## config.mk

```make
export PLATFORM = sky130hd
export DESIGN_NAME = bpsk_rx_frame_ctrl
export DESIGN_NICKNAME = d
export VERILOG_FILES = /design/src/rtl/bpsk_rx_frame_ctrl.sv
export SDC_FILE = /design/constraint.sdc
export NUM_CORES = 1
export LEC_CHECK = 0
export BUFFER_PORTS_ARGS = -buffer_cell sky130_fd_sc_hd__buf_2
export CORE_ASPECT_RATIO = 1.4
export CORE_UTILIZATION = 60
export DETAILED_ROUTE_END_ITERATION = 6
export PLACE_DENSITY = 0.87
export SYNTH_ARGS = -nofsm -noshare
export SYNTH_HDL_FRONTEND = slang
export SYNTH_SLANG_ARGS = --single-unit
export TNS_END_PERCENT = 50
```

## constraint.sdc

```tcl
create_clock -name CLK -period 3.6 [get_ports CLK]
set_input_delay 0.36 -clock CLK [delete_from_list [all_inputs] [get_ports CLK]]
set_output_delay 0.36 -clock CLK [all_outputs]
set_load 0.02 [all_outputs]
```

## src/rtl/bpsk_rx_frame_ctrl.sv

```systemverilog
// Frame sequencer for the BPSK demapper: gates samples, hunts sync, packs payload bytes.
// Optional BPSK_POLARITY_RESOLVE_EN also accepts the inverted sync word and flips payload bits.
module bpsk_rx_frame_ctrl #(
  parameter int unsigned SYNC_LEN = 16,
  parameter logic [SYNC_LEN-1:0] SYNC_WORD = 16'hA5F0,
  parameter int unsigned PAYLOAD_BYTES = 8,
  parameter int unsigned HUNT_TIMEOUT = 1024
) (
  input  logic               CLK,
  input  logic               RST,
  input  logic               start,
  input  logic               abort,
  input  logic               valid_s,
  input  logic signed [10:0] sr,
  input  logic signed [10:0] si,
  output logic               dm_valid,
  output logic signed [10:0] dm_ar,
  output logic signed [10:0] dm_ai,
  input  logic               dm_valid_x,
  input  logic               dm_x,
  output logic               busy,
  output logic               byte_valid,
  output logic [7:0]         byte_data,
  output logic               frame_done,
  output logic               sync_err
);

  typedef enum logic [1:0] {
    IDLE,
    HUNT,
    PAYLOAD
  } state_t;

  state_t state;

  logic [SYNC_LEN-1:0] sreg;
  logic [SYNC_LEN-1:0] sreg_nx;
  logic [15:0]         hcnt;
  logic [16:0]         hcnt_inc;
  logic [7:0]          acc;
  logic [7:0]          acc_nx;
  logic [7:0]          bcnt;
  logic [2:0]          bitcnt;
  logic                match;
  logic                match_i;
  logic                timeout;
  logic                pbit;

  assign sreg_nx  = {sreg[SYNC_LEN-2:0], dm_x};
  assign hcnt_inc = {1'b0, hcnt} + 17'd1;
  assign timeout  = (hcnt_inc == 17'(HUNT_TIMEOUT));
  assign match    = (sreg_nx == SYNC_WORD)
                 && (hcnt_inc >= 17'(SYNC_LEN));

`ifdef BPSK_POLARITY_RESOLVE_EN
  logic pol;

  assign match_i = (sreg_nx == ~SYNC_WORD)
                && (hcnt_inc >= 17'(SYNC_LEN));
  assign pbit    = dm_x ^ pol;

  // True match wins, so the flag only sets on a pure inverse hit.
  always_ff @(posedge CLK or negedge RST) begin
    if (!RST) begin
      pol <= 1'b0;
    end else if (abort || state == IDLE) begin
      pol <= 1'b0;
    end else if (state == HUNT && dm_valid_x
                 && !match && match_i) begin
      pol <= 1'b1;
    end
  end
`else
  assign match_i = 1'b0;
  assign pbit    = dm_x;
`endif

  assign acc_nx = {acc[6:0], pbit};
  assign busy   = (state != IDLE);

  always_ff @(posedge CLK or negedge RST) begin
    if (!RST) begin
      state      <= IDLE;
      dm_valid   <= 1'b0;
      dm_ar      <= '0;
      dm_ai      <= '0;
      byte_valid <= 1'b0;
      byte_data  <= '0;
      frame_done <= 1'b0;
      sync_err   <= 1'b0;
      sreg       <= '0;
      hcnt       <= '0;
      acc        <= '0;
      bcnt       <= '0;
      bitcnt     <= '0;
    end else begin
      byte_valid <= 1'b0;
      frame_done <= 1'b0;
      sync_err   <= 1'b0;
      dm_valid   <= valid_s && (state != IDLE) && !abort;
      if (valid_s) begin
        dm_ar <= sr;
        dm_ai <= si;
      end
      if (abort) begin
        state <= IDLE;
      end else begin
        unique case (state)
          IDLE: begin
            if (start) begin
              state  <= HUNT;
              sreg   <= '0;
              hcnt   <= '0;
              acc    <= '0;
              bcnt   <= '0;
              bitcnt <= '0;
            end
          end
          HUNT: begin
            if (dm_valid_x) begin
              sreg <= sreg_nx;
              if (hcnt != 16'hFFFF) hcnt <= hcnt_inc[15:0];
              if (match || match_i) begin
                state <= PAYLOAD;
              end else if (timeout) begin
                state    <= IDLE;
                sync_err <= 1'b1;
              end
            end
          end
          PAYLOAD: begin
            // Stay one extra cycle so a start alongside frame_done is ignored.
            if (frame_done) begin
              state <= IDLE;
            end else if (dm_valid_x) begin
              acc    <= acc_nx;
              bitcnt <= bitcnt + 3'd1;
              if (bitcnt == 3'd7) begin
                byte_data  <= acc_nx;
                byte_valid <= 1'b1;
                bcnt       <= bcnt + 8'd1;
                if (bcnt == 8'(PAYLOAD_BYTES - 1)) frame_done <= 1'b1;
              end
            end
          end
          default: state <= IDLE;
        endcase
      end
    end
  end

endmodule
```

### Word level (Yosys, flattened, before mapping)

Cells that the tools add are included.
Widths: inputs -> output; s select.

* reduce and logical (&&, ||, !) cells: 14
* equality and inequality tests: 17
* $add $sub $neg: 3
* bitwise logic cells: 2
* mux-type cells: 41
* $lt $le $gt $ge: 1

Operators by type and width (number)
* $mux 16: 3
* $mux 8: 4
* $pmux 16 s2: 1
* $pmux 15 s2: 1
* $add 16x1->17 const B: 1
* $eq 17x11->1 const B: 1
* $ge 17x5->1 const B: 1
* $eq 16x16->1 const B: 1
* $mux 1: 16
* $ne 16x16->1 const B: 1
* $pmux 8 s2: 1
* $mux 15: 1
* $reduce_and 5->1: 3
* $mux 7: 2
* $pmux 7 s2: 1
* $mux 2: 6
* $ne 2x2->1 const B: 6
* $mux 3: 3
* $ne 3x3->1 const B: 3
* $add 8x1->8 const B: 1
* $eq 8x3->1 const B: 1
* $reduce_and 4->1: 2
* $pmux 2 s3: 1
* $pmux 3 s2: 1
* other kinds (11): 16

* flip-flop bits (word level): 85

### Longest topological paths before layout

Gate-level depths: netlist (run 1).

* depth after elaboration: 7
* mapped depth: 8

### Worst setup path after synthesis (run 1)

OpenSTA, ideal clock, no wires.

* kind: register to register
* from: register hcnt[0]
* to: register state[0]
* setup time: 0.130 ns
* path slack: 1.472 ns
* arrival: 1.997 ns
* cell stages (with the launch flop): 8
* cell sequence: dfrtp_1 > ha_1 > nand3_2 > nor3_1 > mux2i_1 > nand4_1 > o41ai_1 > a21oi_1

* longest elaborated chain between the ends: 7

RTL lines
* start, declared: line 38 `logic [15:0] hcnt;`
* start signal, assigned: line 122 `if (hcnt != 16'hFFFF) hcnt <= hcnt_inc[15:0];`
* $add 16x1->17 *: line 50 `assign hcnt_inc = {1'b0, hcnt} + 17'd1;`
* $ge 17x5->1: line 53 `&& (hcnt_inc >= 17'(SYNC_LEN));`
* $logic_and 1x1->1: line 53
* $mux 2: line 123 `if (match || match_i) begin`
* $mux 2: line 120 `if (dm_valid_x) begin`
* $pmux 2 s3: line 108 `unique case (state)`
* $mux 2: line 105 `if (abort) begin`
* end signal, assigned: line 106 `state <= IDLE;`
* end signal, assigned: line 111 `state <= HUNT;`
* end signal, assigned: line 124 `state <= PAYLOAD;`
* end, declared: line 34 `state_t state;`

Every way passes the cells marked *; elsewhere a longest branch is shown, timed or not. The select of a mux whose other input is x is not followed.
A chain may end at the register's enable or synchronous reset.

### Final worst setup path (run 1)

Same ends and word-level chain as after synthesis.

==> results of run 1 <==
==> worst max-delay path, stage by stage (launching register included) <==
cell and delay [ns]:
dfrtp_1 0.49, ha_1 0.28, nand3_2 0.19, nor3_1 0.45
mux2i_1 0.24, nand4_1 0.18, o41ai_1 0.46, a21oi_1 0.13
==> cell usage in the layout (no fill, tap or decap), types with 6 or more instances in the layout <==
cell type,count
a22o_1,26
o21ai_0,15
mux2_2,32
dfrtp_1,85
clkbuf_8,9
nand3_1,9
nor2_1,23
nand4_1,8
buf_2,62
nand2_1,16
nor3_1,8
o21ai_1,9
xor2_1,6
==> logic make-up (layout without fill, tap and decap cells) <==
family                     after synthesis  count (layout)  synth area share (%)
muxes                                   35              35                 10.27
DFF                                     85              85                 55.98
and+or+nand+nor                         96              96                 14.46
xor gates and xnor gates                10              10                 2.305
buffers and inverters                   14              82                 1.877
AOI/OAI and AO/OA                       70              70                 13.80
adders and majority gates                4               4                 1.317
==> state kept, by name, indices dropped and copies added, names as in the netlist <==
name and cells:
hcnt 16, sreg 15, dm_ai 11, dm_ar 11
bcnt 8, byte_data 8, acc 7, bitcnt 3
state 2, byte_valid 1, dm_valid 1, frame_done 1
sync_err 1
==> metrics by stage <==
step                util, %  hold WS, ns  std cells
CTS                   72.77       0.1876        452
detailed placement    69.24       0.4905        436
finish                72.77       0.1518        452
floorplan                 -      0.06441        314
global placement      69.24       0.4757        436
global route          72.77       0.2103        452
==> power by group through the flow <==
stage | Combinational [W] | Sequential, W | Clock [W]
2_1_floorplan | 0.0000638 | 0.00106 | 0
3_3_place_gp | 0.000164 | 0.00102 | 0
3_5_place_dp | 0.000168 | 0.00103 | 0
4_1_cts | 0.000170 | 0.00101 | 0.000738
5_1_grt | 0.000182 | 0.00101 | 0.000779
6_report | 0.000167 | 0.00101 | 0.000727
==> final cells by class <==
type | count | area (µm²) | area share [%]
well taps | 70 | 87.58 | 2.010
flip-flops and latches | 85 | 2127 | 48.82
multi-input cells | 215 | 1602 | 36.76
inverters | 3 | 11.26 | 0.2585
clock inverters | 7 | 87.58 | 2.010
clock buffers | 9 | 123.9 | 2.843
repair buffers | 63 | 317.8 | 7.295
==> per-layer routing <==
metal / part of all wire, % / global-route usage, %
met5: 0 / 0
met4: 2.0 / 12.93
met3: 3.9 / 4.084
met2: 51 / 42.88
met1: 43 / 30.24
==> path summary, 6_finish.rpt <==
check                      depth (start not counted)            to  slack (ns)
max                                                7      state[0]        1.07
max in group asynchronous                          1      hcnt[15]        2.79
min in group CLK                                   2      dm_ai[3]        0.21
min                                                1  byte_data[7]        0.15
min reg2reg                                        1      dm_ai[8]        0.51
max reg2reg                                        7      state[0]        1.07
==> flow_summary_export.csv, run 1 <==
group,metric,value,unit
global_routing,grt_max_degree,86,
floorplan,core_area,5987,µm²
clock_tree,post_cts_buffers,0,
global_routing,first_global_vias,2639,
logic_synthesis,synth_area,3800,µm²
placement,hpwl,5.005,mm
logic_synthesis,synth.area.top_cells,"dfrtp_1, mux2_2, a22o_1, nor2_1, o21ai_0",
placement,io_buffers,63,
cells_and_area,area_delta_synth_final,14.65,%
global_routing,gr-total-overflow,0,
route,wl_per_cell,16.92,µm
power_and_ir_drop,power_leakage,2.114,nW
sta,finalCriticalPeriod,2.533,ns
critical_path,endpoint_kind,"flop",
power_and_ir_drop,clockPowerShare,38.2,%
critical_path,crit_fanout,9,
logic_synthesis,yosysWarningCount,0,
logic_synthesis,synthArstFlopShare,100.0,%
clock_tree,cts_hold_buf,0,
power_and_ir_drop,power_frac_seq,53.0,%
run_status,status,"finished clean",
critical_path,critical_path_class,"reg2reg",
critical_path,arrival,2.78,ns
power_and_ir_drop,power_density,436.5,nW/µm²
logic_synthesis,yosysTopAreaCellShare,55.98,%
placement,postPlaceCellArea,4145,µm²
logic_synthesis,ys_seq_area_share,55.98,%
sta,timing.final.hold_violations,0,
sta,drv_slew,0,
floorplan,die_w,69.26,µm
critical_path,worstSetupStartpoint,"hcnt[0]",
power_and_ir_drop,power_frac_comb,8.8,%
floorplan,start_util,63.47,%
logic_synthesis,synth_common_cells,"dfrtp_1, mux2_2, a22o_1",
global_routing,track_usage,24.86,%
sta,postLayoutSetupSlackWorst,1.067,ns
clock_tree,numCtsBuffers,9,
floorplan,io-pin-count,64,
power_and_ir_drop,ir_worst_vdd,0.0002180,V
floorplan,die_area,6660,µm²
power_and_ir_drop,internal_power,0.001389,W
logic_synthesis,synth_flop_cell,"dfrtp_1",
job,max_cap_violations,0,
sta,rsz0062_at_grt,"no",
route,routed_via_density,6.115,
power_and_ir_drop,swShare,26.95,%
clock_tree,numClockSinks,85,
logic_synthesis,avgSynthCellArea,12.10,µm²
cells_and_area,n_antenna_cell,0,
logic_synthesis,syn_inst,314,
clock_tree,insertion_delay,0.37,ns
critical_path,start_kind,"flop",
clock_tree,path_clk_slew,0.10,ns
logic_synthesis,syn_nets,347,
route,ant_nets,0,
hold_path,hold_class,"in2async",
logic_synthesis,synth_edf_count,0,
sta,clock-skew-final,0.009786,ns
placement,post-place-ws,1.200,ns
placement,finalWeightedCongestion,0.8891,
sta,final.setup.tns,0,ns
logic_synthesis,yosys.area.top_type,"dfrtp_1",
cells_and_area,design_area,4357,µm²
route,dr.pass1.iters,4,
clock_tree,cts.repair.resized,0,
floorplan,num_rows,33,
cells_and_area,nets,410,
global_routing,grt_antenna_before_repair,0,
cells_and_area,drive_above_1_share,32.46,%
critical_path,required,3.85,ns
sta,setup_viol,0,
route,remaining_drc_errors,0,
logic_synthesis,synth.distinct_cells,50,
clock_tree,cts_tree,"built",
power_and_ir_drop,switching_power,0.0005126,W
clock_tree,cts_buffer_depth,2,
sta,worst_slew_pin_slew,1.201,ns
global_routing,grt_pass1_wl,12.74,mm
route,via_count,2764,
floorplan,die_h,96.16,µm
sta,max_freq,394.8,MHz
clock_tree,htreeDepth,3,
route,drtIter0Drc,261,
cells_and_area,fillers,397,
sta,finalCritPeriodShare,70.36,%
logic_synthesis,yosysMostFrequentCell,"dfrtp_1",
critical_path,timing.rr.start,"hcnt[0]",
clock_tree,cts_root_buf,"clkbuf_8",
sta,relSlewSlack,19.07,%
route,totalWireLength,7.649,mm
power_and_ir_drop,total_power,0.001902,W
logic_synthesis,yosys_register_bits,85,
(Power assumes the default switching activity.)
==> run 2: changes to the inputs <==
Settings changed: ABC_AREA set to 1, CORE_UTILIZATION 60 to 51, PLACE_DENSITY 0.87 to 0.79.
Clock period 3.6 ns to 2.33 ns, I/O delays scaled along.
==> run 2 against run 1 <==
  * Non-clock buffer count increased by 5
  * Combinational power grew to 2.8 times the previous value
  * Design area is 5.8% higher
  * Synthesized cell count grew 30%
  * Worst hold slack got worse by 0.052 ns
  * Critical path depth rose by 1
  * Total power up 65%
  * Routed wire length rose by 4.2%
  * Final cell count is 29% higher
  * Core utilization down 11 points
  * Fmax up 27%
==> flow_summary_export.csv, run 2 <==
group,metric,value,unit
placement,hpwl,5.824,mm
floorplan,die_area,8111,µm²
logic_synthesis,synthMuxAreaShare,6.521,%
logic_synthesis,yosys_register_bits,85,
cells_and_area,nets,513,
route,remaining_drc_errors,0,
global_routing,grt_max_degree,42,
route,wl_per_cell,13.70,µm
cells_and_area,final_cell_mix,"dfrtp_1, nand2_1, buf_2",
power_and_ir_drop,power_density,681.4,nW/µm²
logic_synthesis,synth_top_family_by_area,"simple AND/OR/NAND/NOR gates",
cells_and_area,area_delta_synth_final,16.62,%
logic_synthesis,synth-xor-area-share,1.108,%
critical_path,r2r-end,"hcnt[3]",
logic_synthesis,synth_area,3953,µm²
global_routing,grt_antenna_before_repair,0,
floorplan,io-pin-count,64,
route,ant_nets,0,
floorplan,die_h,106.2,µm
global_routing,track_usage,21.67,%
critical_path,required,2.55,ns
critical_path,path_common_cell,"inv_2",
clock_tree,cts_tree,"built",
logic_synthesis,yosysMostFrequentCell,"dfrtp_1",
sta,rsz0062_at_grt,"no",
critical_path,arrival,2.21,ns
critical_path,critical_path_class,"reg2reg",
route,via_count,3046,
sta,final.setup.tns,0,ns
cells_and_area,drive_above_1_share,29.90,%
clock_tree,cts_buffer_depth,2,
clock_tree,post_cts_buffers,0,
logic_synthesis,synthSimpleGateAreaFrac,19.85,%
logic_synthesis,synth_fa_ha_area_share,1.266,%
sta,max_freq,501.8,MHz
placement,finalWeightedCongestion,0.9105,
logic_synthesis,synth_flop_cell,"dfrtp_1",
job,max_cap_violations,0,
logic_synthesis,yosysWarningCount,0,
floorplan,num_rows,37,
critical_path,worstSetupStartpoint,"state[0]",
cells_and_area,top_regs,"hcnt (16), sreg (15)",
placement,post-place-ws,0.09375,ns
clock_tree,numCtsBuffers,9,
critical_path,cp.depth,8,
global_routing,grt_pass1_wl,13.74,mm
critical_path,path_buf_inv,3,
logic_synthesis,yosysTopAreaCellShare,53.81,%
logic_synthesis,synth_edf_count,0,
sta,setup_viol,0,
floorplan,core_area,7407,µm²
floorplan,start_util,53.36,%
logic_synthesis,ys_seq_area_share,53.81,%
run_status,status,"finished clean",
power_and_ir_drop,ir_worst_vdd,0.0004745,V
critical_path,crit_fanout,16,
floorplan,die_w,76.40,µm
critical_path,crit_end,"hcnt[3]",
placement,io_buffers,63,
logic_synthesis,yosys.area.top_type,"dfrtp_1",
sta,drv_slew,0,
critical_path,worst_r2r_path_depth,8,
cells_and_area,largest_reg_flops,16,
critical_path,path_cells,"inv_2, nor2_1, inv_2, o21ai_2, nor3_4, o21ai_2, inv_2, o21ai_0",
logic_synthesis,synth.distinct_cells,33,
critical_path,critPathSlowestCell,"nor3_4",
clock_tree,htreeDepth,3,
route,dr.pass1.iters,5,
critical_path,timing.rr.start,"state[0]",
power_and_ir_drop,total_power,0.003141,W
critical_path,endpoint_kind,"flop",
sta,relSlewSlack,60.24,%
sta,finalCritPeriodShare,85.52,%
sta,worst_slew_pin_slew,0.5944,ns
route,drtIter0Drc,181,
global_routing,gr-total-overflow,0,
global_routing,first_global_vias,3067,
sta,whs,0.1002,ns
logic_synthesis,avgSynthCellArea,9.664,µm²
critical_path,cpPeakStageDelay,0.47,ns
logic_synthesis,synth-compound-area-share,10.48,%
logic_synthesis,syn_inst,409,
clock_tree,cts_root_buf,"clkbuf_8",
cells_and_area,top_register,"hcnt",
route,routed_via_density,5.234,
clock_tree,path_clk_slew,0.08,ns
sta,postLayoutSetupSlackWorst,0.3373,ns
hold_path,hold_class,"in2reg",
clock_tree,numClockSinks,85,
cells_and_area,n_antenna_cell,0,
power_and_ir_drop,power_leakage,2.168,nW
sta,clock-skew-final,0.008016,ns
route,totalWireLength,7.972,mm
logic_synthesis,syn_nets,442,
clock_tree,insertion_delay,0.36,ns
sta,timing.final.hold_violations,0,
logic_synthesis,synth_common_cells,"dfrtp_1, nand2_1, inv_1",
critical_path,critical-path-top-delay-family,"simple AND/OR/NAND/NOR gates",
sta,finalCriticalPeriod,1.993,ns
critical_path,r2r_slack,0.34,ns
critical_path,start_kind,"flop",
logic_synthesis,synth.area.top_cells,"dfrtp_1, nand2_1, mux2_2, inv_1, o22ai_1",
logic_synthesis,synthArstFlopShare,100.0,%
cells_and_area,mostFrequentLayoutCell,"dfrtp_1",
## run 2: logic make-up after synthesis
family	Yosys count
DFF	85
and+or+nand+nor	161
xor gates and xnor gates	5
buffers and inverters	68
adders and majority gates	4
muxes	23
AOI/OAI and AO/OA	63
## run 2: layout make-up
type	instances	area [µm²]
Clock buffer	12	155.1
Clock inverter	4	53.80
Fill cell	616	2798
Inverter	60	225.2
Multi-Input combinational cell	256	1556
Sequential cell	85	2127
Tap cell	97	121.4
Timing Repair Buffer	68	370.4
## run 2: timing repair
| item | CTS | global route |
|---|---|---|
| setup endpoints to repair | 0 | 3 |
| resized for setup | 0 | 1 |
| hold buffers | 1 | 0 |
| hold endpoints to repair | 39 | 0 |
## run 2: where the power goes
group	switching (W)	leakage [nW]	internal, W	total (W)
registers	0.0000493	1.13	0.00155	0.00160
logic	0.000305	0.942	0.000159	0.000463
clock network	0.000524	0.0992	0.000558	0.00108
## run 2: worst min-delay path by stage
| stage | from | endpoint | slack [ns] | cells past startpoint |
|---|---|---|---|---|
| after floorplan | RST | acc[0] | -0.06 | 0 |
| after global placement | RST | hcnt[13] | 0.26 | 1 |
| after detailed placement | RST | hcnt[13] | 0.26 | 1 |
| after CTS | si[4] | dm_ai[4] | 0.08 | 2 |
| after global routing | si[10] | dm_ai[10] | 0.08 | 2 |
| final | si[4] | dm_ai[4] | 0.10 | 2 |
## run 2: metrics by stage
step	util [%]	instances	area (µm²)
after CTS	62.15	582	4603
after detailed placement	59.19	565	4384
after floorplan	-	409	3953
after global routing	62.23	582	4609
final	62.23	582	4609
after global placement	59.19	565	4384
## run 2: per-layer routing
metal	global-route usage, %	vias to the layer above	part of all wire, %
met4	11.81	0	2.3
met5	0	-	0
li1	-	1494	-
met2	36.10	95	50
met3	4.807	16	4.5
met1	26.08	1441	43
==> run 3: changes to the inputs <==
Settings changed: CORE_ASPECT_RATIO 1.4 to unset.
==> run 3 against run 2 <==
  * The run now ends with negative hold slack left
  * Clock power rose by 4%
  * Setup slack worse by 0.017 ns
  * Via count shrank 0.62%
  * Critical path depth grew 1
  * Combinational power shrank 0.9%
  * Worst hold slack got worse by 0.11 ns
==> flow_summary_export.csv, run 3 (synthesized netlist as in run 2, its figures left out) <==
group,metric,value,unit
critical_path,crit_end,"hcnt[2]",
job,max_cap_violations,0,
cells_and_area,multi_input_area,1556,µm²
clock_tree,numCtsBuffers,9,
route,routed_via_density,5.201,
sta,max_freq,497.7,MHz
critical_path,arrival,2.29,ns
critical_path,start_kind,"flop",
cells_and_area,nets,512,
run_status,status,"finished, violations left",
critical_path,worstSetupStartpoint,"state[0]",
clock_tree,cts_tree,"built",
route,remaining_drc_errors,0,
cells_and_area,final_core_util,62.33,%
critical_path,critical_path_class,"reg2reg",
cells_and_area,mostFrequentLayoutCell,"dfrtp_1",
route,wl_met1,3.466,mm
sta,finalCriticalPeriod,2.009,ns
clock_tree,cts_hold_buf,0,
clock_tree,post_cts_buffers,0,
route,dr.pass1.iters,4,
critical_path,r2r-end,"hcnt[2]",
clock_tree,cts.repair.resized,0,
critical_path,r2r_slack,0.32,ns
global_routing,grt_max_degree,73,
cells_and_area,regArea,2127,µm²
cells_and_area,top_register,"hcnt",
clock_tree,path_clk_slew,0.08,ns
cells_and_area,top_regs,"hcnt (16), sreg (15)",
route,top_layer,"met4",
sta,drv_slew,0,
route,wl_met3,349,µm
critical_path,path_cells,"inv_2, nor2_1, inv_2, o21ai_2, nor3_4, o21ai_2, inv_2, nand2_1, a21oi_1",
global_routing,grt_antenna_before_repair,0,
global_routing,first_global_vias,2989,
sta,final.setup.tns,0,ns
route,drtIter0Drc,131,
cells_and_area,drive_above_1_share,29.81,%
sta,rsz0062_at_grt,"no",
cells_and_area,area_delta_synth_final,16.21,%
critical_path,cpPeakStageDelay,0.46,ns
power_and_ir_drop,power_leakage,2.163,nW
global_routing,grt_pass1_wl,13.34,mm
sta,setup_viol,0,
placement,post-place-ws,0.08877,ns
power_and_ir_drop,total_power,0.003177,W
cells_and_area,fillers,645,
route,wl_per_cell,13.12,µm
placement,finalWeightedCongestion,0.8556,
route,totalWireLength,7.633,mm
critical_path,path_common_cell,"inv_2",
hold_path,hold_class,"in2async",
floorplan,io-pin-count,64,
cells_and_area,largest_reg_flops,16,
route,wl_met2,3.742,mm
critical_path,timing.rr.start,"state[0]",
route,ant_nets,0,
cells_and_area,n_antenna_cell,0,
sta,clock-skew-final,0.01102,ns
critical_path,crit_fanout,16,
clock_tree,cts_buffer_depth,2,
critical_path,endpoint_kind,"flop",
power_and_ir_drop,ir_worst_vdd,0.0003757,V
critical_path,critPathSlowestCell,"nor3_4",
placement,hpwl,5.534,mm
placement,io_buffers,63,
clock_tree,numClockSinks,85,
cells_and_area,final_cell_mix,"dfrtp_1, nand2_1, buf_2",
floorplan,die_area,8106,µm²
sta,relSlewSlack,42.37,%
critical_path,required,2.61,ns
clock_tree,cts_root_buf,"clkbuf_8",
sta,postLayoutSetupSlackWorst,0.3207,ns
clock_tree,htreeDepth,3,
sta,whs,-0.01377,ns
sta,timing.final.hold_violations,5,
route,via_count,3027,
floorplan,num_rows,31,
floorplan,die_w,90.04,µm
floorplan,core_area,7370,µm²
floorplan,die_h,90.04,µm
global_routing,gr-total-overflow,0,
clock_tree,insertion_delay,0.35,ns
global_routing,track_usage,20.55,%
floorplan,start_util,53.63,%
sta,finalCritPeriodShare,86.23,%
run_status,violations,"negative hold slack",
sta,worst_slew_pin_slew,0.8645,ns
power_and_ir_drop,power_density,691.8,nW/µm²
critical_path,worst_r2r_path_depth,9,
==> run 3: power by group <==
group / switching, W / internal [W] / total [W]
Combinational: 0.000304 / 0.000155 / 0.000459
Clock: 0.000517 / 0.000604 / 0.00112
Sequential: 0.0000511 / 0.00155 / 0.00160
Total: 0.000872 / 0.00231 / 0.00318
==> run 3: worst min path at each step <==
stage / start / end / slack, ns / cells past startpoint
after global placement: RST / dm_ar[9] / 0.40 / 1
after CTS: RST / dm_ar[9] / 0.02 / 1
final: RST / dm_ar[9] / -0.01 / 1
after floorplan: RST / acc[0] / -0.06 / 0
after detailed placement: RST / dm_ar[10] / 0.41 / 1
after global routing: RST / dm_ar[10] / 0.06 / 1
==> run 3: routing by layer <==
| layer | track usage [%] | vias up |
|---|---|---|
| met1 | 26.98 | 1448 |
| met2 | 33.40 | 85 |
| li1 | - | 1488 |
| met5 | 0 | - |
| met3 | 4.230 | 6 |
| met4 | 8.333 | 0 |
==> run 3: worst max-delay path, delay by kind of cell, from the launching register on <==
kind / cells / cell delay (ns)
buffers and inverters: 3 / 0.50
AO/OA/AOI/OAI: 3 / 0.35
AND/OR/NAND/NOR: 3 / 0.63
flip-flops: 1 / 0.45
==> run 3: layout make-up <==
cell class | instances | area share [%]
Multi-Input combinational cell | 256 | 33.89
Clock inverter | 5 | 1.852
Timing Repair Buffer | 67 | 7.573
Tap cell | 99 | 2.697
Clock buffer | 10 | 2.779
Sequential cell | 85 | 46.31
Inverter | 60 | 4.903
==> run 3: through the flow <==
step           cell area (µm²)  hold WS, ns  cells
6_report                  4593     -0.01377    582
5_1_grt                   4593      0.06292    582
4_1_cts                   4587      0.02441    582
3_5_place_dp              4374       0.4101    567
3_3_place_gp              4374       0.4045    567
2_1_floorplan             3953     -0.06259    409
